$ cat config.mk
export PLATFORM = sky130hd
export DESIGN_NAME = mul_seq_ctrl
export DESIGN_NICKNAME = d
export VERILOG_FILES = /design/src/rtl/alu_pkg.sv /design/src/rtl/mul_iter_dp.sv /design/src/rtl/mul_seq_ctrl.sv
export SDC_FILE = /design/constraint.sdc
export NUM_CORES = 1
export LEC_CHECK = 0
export ABC_AREA = 1
export CAP_MARGIN = 20
export CORE_MARGIN = 2
export CORE_UTILIZATION = 55
export DETAILED_ROUTE_END_ITERATION = 12
export PLACE_DENSITY_LB_ADDON = 0.1
export SYNTH_ARGS = -nofsm -noshare
export SYNTH_HDL_FRONTEND = slang
export SYNTH_HIERARCHICAL = 1
export SYNTH_SLANG_ARGS = --single-unit
$ cat constraint.sdc
create_clock -name clk_i -period 12 [get_ports clk_i]
set_clock_uncertainty 0.15 [all_clocks]
set_input_delay 1.2 -clock clk_i [delete_from_list [all_inputs] [get_ports clk_i]]
set_output_delay 1.2 -clock clk_i [all_outputs]
set_load 0.02 [all_outputs]
$ cat src/rtl/alu_pkg.sv
`default_nettype none
// ============================================================================
//  Package     : alu_pkg
//  Description : ALU control codes shared by the ALU_Control decoder and EX stage.
//  Revision    : 1.0
// ============================================================================
package alu_pkg;

    typedef enum logic [2:0] {
        ALU_AND  = 3'b000,
        ALU_XOR  = 3'b001,
        ALU_SLL  = 3'b010,
        ALU_ADD  = 3'b011,
        ALU_SUB  = 3'b100,
        ALU_MUL  = 3'b101,
        ALU_ADDI = 3'b110,
        ALU_SRAI = 3'b111
    } alu_op_e;

    function automatic logic is_mul(input logic [2:0] code);
        return code == ALU_MUL;
    endfunction

endpackage
`default_nettype wire

$ cat src/rtl/mul_iter_dp.sv
`default_nettype none
// ============================================================================
//  Module      : mul_iter_dp
//  Description : Shift-add multiply datapath; consumes STEP multiplier bits per step.
//  Revision    : 1.0
// ============================================================================
module mul_iter_dp #(
    parameter int DATA_W        = 32,
    parameter int MUL_STEP_BITS = 8
) (
    input  logic              clk_i,
    input  logic              rst_i,
    input  logic              load_i,
    input  logic              step_i,
    input  logic [DATA_W-1:0] a_i,
    input  logic [DATA_W-1:0] b_i,
    output logic [DATA_W-1:0] acc_o
);

    logic [DATA_W-1:0] a_q, a_d;
    logic [DATA_W-1:0] b_q, b_d;
    logic [DATA_W-1:0] acc_q, acc_d;
    logic [DATA_W-1:0] slice_w;
    logic [DATA_W-1:0] pp_w;

    // Zero-extend the low multiplier slice so the product truncates to DATA_W.
    assign slice_w = {{(DATA_W-MUL_STEP_BITS){1'b0}}, b_q[MUL_STEP_BITS-1:0]};
    assign pp_w    = a_q * slice_w;

    always_comb begin
        a_d   = a_q;
        b_d   = b_q;
        acc_d = acc_q;
        if (load_i) begin
            a_d   = a_i;
            b_d   = b_i;
            acc_d = '0;
        end else if (step_i) begin
            a_d   = a_q << MUL_STEP_BITS;
            b_d   = b_q >> MUL_STEP_BITS;
            acc_d = acc_q + pp_w;
        end
    end

    always_ff @(posedge clk_i) begin
        if (!rst_i) begin
            a_q   <= '0;
            b_q   <= '0;
            acc_q <= '0;
        end else begin
            a_q   <= a_d;
            b_q   <= b_d;
            acc_q <= acc_d;
        end
    end

    assign acc_o = acc_q;

endmodule
`default_nettype wire

$ cat src/rtl/mul_seq_ctrl.sv
`default_nettype none
// ============================================================================
//  Module      : mul_seq_ctrl
//  Description : EX-stage MUL sequencer: stalls the front end while mul_iter_dp runs.
//  Revision    : 1.0
// ============================================================================
module mul_seq_ctrl
    import alu_pkg::*;
#(
    parameter int DATA_W        = 32,
    parameter int MUL_STEP_BITS = 8
) (
    input  logic              clk_i,
    input  logic              rst_i,
    input  logic              ex_valid_i,
    input  logic [2:0]        ALUCtrl_i,
    input  logic              flush_i,
    input  logic [DATA_W-1:0] rs1_data_i,
    input  logic [DATA_W-1:0] rs2_data_i,
    output logic              stall_o,
    output logic              mul_valid_o,
    output logic [DATA_W-1:0] mul_result_o
);

    localparam int ITER  = DATA_W / MUL_STEP_BITS;
    localparam int CNT_W = (ITER > 1) ? $clog2(ITER) : 1;
    localparam logic [CNT_W-1:0] CNT_LAST = CNT_W'(ITER - 1);

    typedef enum logic [1:0] {
        ST_IDLE = 2'd0,
        ST_RUN  = 2'd1,
        ST_DONE = 2'd2
    } state_e;

    state_e            state_q, state_d;
    logic [CNT_W-1:0]  cnt_q, cnt_d;
    logic [DATA_W-1:0] result_q, result_d;
    logic              mul_req_w;
    logic              load_w;
    logic              step_w;
    logic              show_acc_w;
    logic [DATA_W-1:0] acc_w;

    assign mul_req_w = ex_valid_i & is_mul(ALUCtrl_i) & ~flush_i;

    mul_iter_dp #(
        .DATA_W        (DATA_W),
        .MUL_STEP_BITS (MUL_STEP_BITS)
    ) u_dp (
        .clk_i  (clk_i),
        .rst_i  (rst_i),
        .load_i (load_w),
        .step_i (step_w),
        .a_i    (rs1_data_i),
        .b_i    (rs2_data_i),
        .acc_o  (acc_w)
    );

    always_comb begin
        state_d     = state_q;
        cnt_d       = cnt_q;
        result_d    = result_q;
        load_w      = 1'b0;
        step_w      = 1'b0;
        show_acc_w  = 1'b0;
        stall_o     = 1'b0;
        mul_valid_o = 1'b0;
        case (state_q)
            ST_IDLE: begin
                stall_o = mul_req_w;
                if (mul_req_w) begin
                    load_w  = 1'b1;
                    cnt_d   = '0;
                    state_d = ST_RUN;
                end
            end
            ST_RUN: begin
                if (flush_i) begin
                    state_d = ST_IDLE;
                end else begin
                    stall_o = 1'b1;
                    step_w  = 1'b1;
                    cnt_d   = cnt_q + 1'b1;
                    if (cnt_q == CNT_LAST) begin
                        state_d = ST_DONE;
                    end
                end
            end
            ST_DONE: begin
                // The finished accumulator drives the output directly this cycle;
                // a flush here leaves the previously held result visible.
                state_d = ST_IDLE;
                if (!flush_i) begin
                    mul_valid_o = 1'b1;
                    show_acc_w  = 1'b1;
                    result_d    = acc_w;
                end
            end
            default: begin
                state_d = ST_IDLE;
            end
        endcase
        mul_result_o = show_acc_w ? acc_w : result_q;
    end

    always_ff @(posedge clk_i) begin
        if (!rst_i) begin
            state_q  <= ST_IDLE;
            cnt_q    <= '0;
            result_q <= '0;
        end else begin
            state_q  <= state_d;
            cnt_q    <= cnt_d;
            result_q <= result_d;
        end
    end

endmodule
`default_nettype wire

==> results.md <==
Status:
- The flow ran to the end, and the final reports show no timing, DRC or antenna violations.

Clock tree:
- Buffers inserted during clock tree synthesis total 17.
- TritonCTS built the clock tree.
- The clock passes through at most 2 buffers.
- Once the clock tree was built, the resizer swapped 0 gates to a different size.
- The H-tree depth reported by CTS is 4.
- The clock sink count is 132.
- The number of setup buffers added after CTS is 0.
- The insertion delay of the later-clocked pin in the worst-skew pair is roughly 0.43 ns.
- The count of hold-fix buffers inserted at cts is 0.
- The clock-pin transition on the worst setup and hold timing paths is 0.06 ns.
- The clock tree root driver cell is sky130_fd_sc_hd__clkbuf_16.

Detailed routing:
- The average via count per standard cell is 5.01.
- Summing over every cut layer, the via total after detailed routing is 11800.
- After detailed routing, the number of remaining DRC violations is 0.
- The count of antenna-violating nets left after detailed routing is 0.
- The number of detailed-routing iterations run before antenna repair is 5.
- The post-detailed-route wirelength per cell is 15.3 um.
- The starting DRC count in detailed routing is 967.
- The routed design has 36.0 mm of wire.

Final layout:
- The count of fill cells added during filler insertion is 2369.
- Relative to the synthesized area, the layout overhead comes to 12.7%.
- The net count of the finished layout is 2310.
- Of the cells placed in the final design, the portion with a size suffix greater than 1 is 0.0474.
- The antenna diode instance count is 0.
- The multi-input combinational cells in the finished layout cover a total of 8720 um^2.
- The area occupied by registers is 2640 um^2.
- After routing the design area is 15600 um^2.

Global route:
- Entering global routing, the biggest net connects 69 pins.
- The total congestion overflow after global routing is 0.
- The initial antenna violation count is 0.
- The via count of the first global-routing pass is ~12000.
- The global-route usage over all layers is 0.286.
- The wire length of the first global-routing pass is approximately 59 mm.

Critical path:
- The kind of capture point of the worst setup path is a flip-flop.
- For the worst setup path, the data required time is 12.16 ns.
- The signal on the critical path passes through nand2_1 > fa_1 > fa_1 > inv_1 > fa_1 > inv_1 > fa_1 > inv_1 > ha_1 > inv_1 > nor3_1 > nand2_1 > nor3_1 > nand2_1 > nand2_1 > a21oi_1 > nor2_1 > nor2_1.
- The worst setup path is launched from a flip-flop.
- The arrival time at the worst endpoint is 5.38 ns.
- The slowest stage of the critical path belongs to the cell sky130_fd_sc_hd__dfxtp_1.
- The setup path with the least slack is of type reg -> reg.
- The highest net fanout along the worst path is 27.
- The delay of the slowest cell on the worst path is about 1.0 ns.

Placement:
- The congestion estimate from routability-driven global placement came to 0.912.
- After detailed placement, the total cell area comes to 15000 um^2.
- The total half-perimeter wirelength after legalization and detailed placement is about 28 mm.
- Buffers placed on the I/O ports in this run total 104.

STA:
- The count of pins over their slew limit came to 0.
- For the pin with the worst max-slew slack, the measured transition is 1.09 ns.
- The fmax is approximately 0.19 GHz.
- The final sum of negative setup slack is 0 ns.
- The count of final hold-check violations is 0.
- Setup violations remaining at the end of the flow were counted as 0.
- Dividing the final minimum period by the clock period gives 0.435.
- Setup repair after global routing left no endpoint under its margin.
- The clock period could shrink to 5.22 ns.
- Measured against its own limit, the worst slew margin works out to 0.269.

Synthesis:
- The number of different library cells in the post-synthesis netlist is 41.
- The synthesized design contains 0 enable-type register cells.
- The share of synthesized registers carrying an async set or reset is 0.
- The library cell with the largest summed area after synthesis is sky130_fd_sc_hd__fa_1.
- Yosys attributes the largest share of cell area to sky130_fd_sc_hd__fa_1, sky130_fd_sc_hd__dfxtp_1, sky130_fd_sc_hd__inv_1, sky130_fd_sc_hd__nand2_1, sky130_fd_sc_hd__ha_1.
- Yosys printed 6 warnings.
- The number of synthesized register bits is 132.
- The net count of the mapped netlist is 2270.
- The fraction of the yosys area taken by sequential cells is 0.191.
- The synthesized netlist occupies a cell area of 13800 um^2.
- Of the post-synthesis cell area, the dominant cell type holds 0.269.
- For this run, the leading register cell type out of synthesis is sky130_fd_sc_hd__dfxtp_1.
- The cell count after synthesis came out at 1971.
- The mean instance size in the synthesized netlist is between 7 and 8 um^2.

Floorplanning:
- The die outline area is 26400 um^2.
- The effective utilization at floorplan is 0.554.
- The floorplan has 58 rows.
- The die is around 160 um tall.
- The area of the core is around 25000 um^2.
- The number of top-level design ports is 105.
- From left edge to right edge, the die measures 163 um.

Power:
- The total design power is 1.05 mW.
- The power density over the cells is 67.6 nW/um^2.
- Across the VDD grid, the largest voltage drop is 0.0752 mV.
- The leakage power is between 9 and 10 nW.

Hold path:
- The tightest min-delay check is of the reg -> reg type.

Job:
- Max-cap violations in this run came to 0.
layout make-up:
class,instances,share of cell area
Timing Repair Buffer,117,0.0743
Inverter,546,0.132
Clock buffer,20,0.0293
Multi-Input combinational cell,1197,0.559
Tap cell,330,0.0265
Clock inverter,12,0.00915
Sequential cell,132,0.170
flip-flops by register name (all words and copies together), names as in the netlist:
| name | flops |
|---|---|
| u_dp/acc_o | 32 |
| u_dp/b_q | 32 |
| u_dp/a_q | 32 |
| cnt_q | 2 |
| result_q | 32 |
| state_q | 2 |
metrics by stage:
stage                      util  std cells  setup slack (ns)  hold WS [ns]
after detailed placement  0.599       2321              6.82         0.303
after global placement    0.599       2321              6.79         0.300
after floorplan               -       1971              7.44         0.290
final                     0.624       2354              6.78         0.316
after CTS                 0.623       2353              6.81         0.313
after global routing      0.624       2354              6.49         0.331
worst max-delay path, delay by kind of cell, from the launching register on:
family,cells,cell delay [ns]
compound gates,1,0.06
simple gates,8,1.26
fa+ha+maj,5,2.31
buf+inv,4,0.27
flops,1,1.04
report_power, final:
group / internal, mW / switching, mW
Sequential: 0.442 / 0.00614
Combinational: 0.0297 / 0.0310
Clock: 0.321 / 0.224
synthesized netlist by cell type (2+ instances only):
| library cell | n |
|---|---|
| sky130_fd_sc_hd__a21o_1 | 2 |
| sky130_fd_sc_hd__a21oi_1 | 80 |
| sky130_fd_sc_hd__a22oi_1 | 16 |
| sky130_fd_sc_hd__a31oi_1 | 16 |
| sky130_fd_sc_hd__buf_1 | 14 |
| sky130_fd_sc_hd__buf_2 | 16 |
| sky130_fd_sc_hd__buf_4 | 5 |
| sky130_fd_sc_hd__buf_6 | 3 |
| sky130_fd_sc_hd__clkbuf_1 | 57 |
| sky130_fd_sc_hd__clkinv_1 | 2 |
| sky130_fd_sc_hd__dfxtp_1 | 132 |
| sky130_fd_sc_hd__fa_1 | 186 |
| sky130_fd_sc_hd__ha_1 | 42 |
| sky130_fd_sc_hd__inv_1 | 538 |
| sky130_fd_sc_hd__inv_2 | 5 |
| sky130_fd_sc_hd__nand2_1 | 524 |
| sky130_fd_sc_hd__nand2_2 | 5 |
| sky130_fd_sc_hd__nand3_1 | 66 |
| sky130_fd_sc_hd__nand3_2 | 2 |
| sky130_fd_sc_hd__nand4_1 | 7 |
| sky130_fd_sc_hd__nor2_1 | 93 |
| sky130_fd_sc_hd__nor2_2 | 5 |
| sky130_fd_sc_hd__nor3_1 | 10 |
| sky130_fd_sc_hd__o211ai_1 | 9 |
| sky130_fd_sc_hd__o21a_1 | 3 |
| sky130_fd_sc_hd__o21ai_0 | 36 |
| sky130_fd_sc_hd__o21ai_1 | 3 |
| sky130_fd_sc_hd__o21ai_2 | 29 |
| sky130_fd_sc_hd__o21bai_1 | 6 |
| sky130_fd_sc_hd__or2_1 | 32 |
| sky130_fd_sc_hd__xnor2_1 | 4 |
| sky130_fd_sc_hd__xor2_1 | 14 |
kinds of logic after synthesis:
group                      after synthesis  synth area share
and+or+nand+nor                        749             0.222
xor gates and xnor gates                18            0.0114
adders and majority gates              228             0.307
DFF                                    132             0.191
buffers and inverters                  642             0.179
AOI/OAI and AO/OA                      202            0.0894
routing by layer:
metal / wire (um) / share of wire / track usage / vias to the layer above
li1: - / - / - / 5785
met2: 16200 / 0.45 / 0.456 / 397
met3: 2490 / 0.069 / 0.0527 / 45
met4: 475 / 0.013 / 0.0652 / 2
met5: 88 / 0.0024 / 0.0246 / -
met1: 16800 / 0.47 / 0.406 / 5565
placed cells by master, fill, tap and decap left out, types with 4 or more instances in the layout:
master,instances
sky130_fd_sc_hd__nand2_1,524
sky130_fd_sc_hd__dfxtp_1,132
sky130_fd_sc_hd__or2_1,32
sky130_fd_sc_hd__inv_1,537
sky130_fd_sc_hd__nand3_1,66
sky130_fd_sc_hd__o21bai_1,6
sky130_fd_sc_hd__fa_1,186
sky130_fd_sc_hd__xor2_1,14
sky130_fd_sc_hd__nor3_1,10
sky130_fd_sc_hd__o21ai_0,36
sky130_fd_sc_hd__a31oi_1,16
sky130_fd_sc_hd__nor2_2,6
sky130_fd_sc_hd__inv_2,6
sky130_fd_sc_hd__o211ai_1,9
sky130_fd_sc_hd__ha_1,42
sky130_fd_sc_hd__clkinvlp_4,4
sky130_fd_sc_hd__o21ai_2,29
sky130_fd_sc_hd__clkbuf_16,17
sky130_fd_sc_hd__clkdlybuf4s50_1,104
sky130_fd_sc_hd__inv_6,5
sky130_fd_sc_hd__a21oi_1,80
sky130_fd_sc_hd__nor2_1,91
sky130_fd_sc_hd__a22oi_1,16
sky130_fd_sc_hd__xnor2_1,4
sky130_fd_sc_hd__nand2_2,5
sky130_fd_sc_hd__nand4_1,7
sky130_fd_sc_hd__buf_4,12
final timing paths:
check,slack (ns),cells after the start,endpoint,start
min reg2reg,0.32,2,u_dp/b_q[24],u_dp/b_q[24]
max reg2reg,6.78,18,u_dp/acc_o[31],u_dp/b_q[7]
min,0.32,2,u_dp/b_q[24],u_dp/b_q[24]
max,6.78,18,u_dp/acc_o[31],u_dp/b_q[7]
Power figures use the tool's default switching activity.
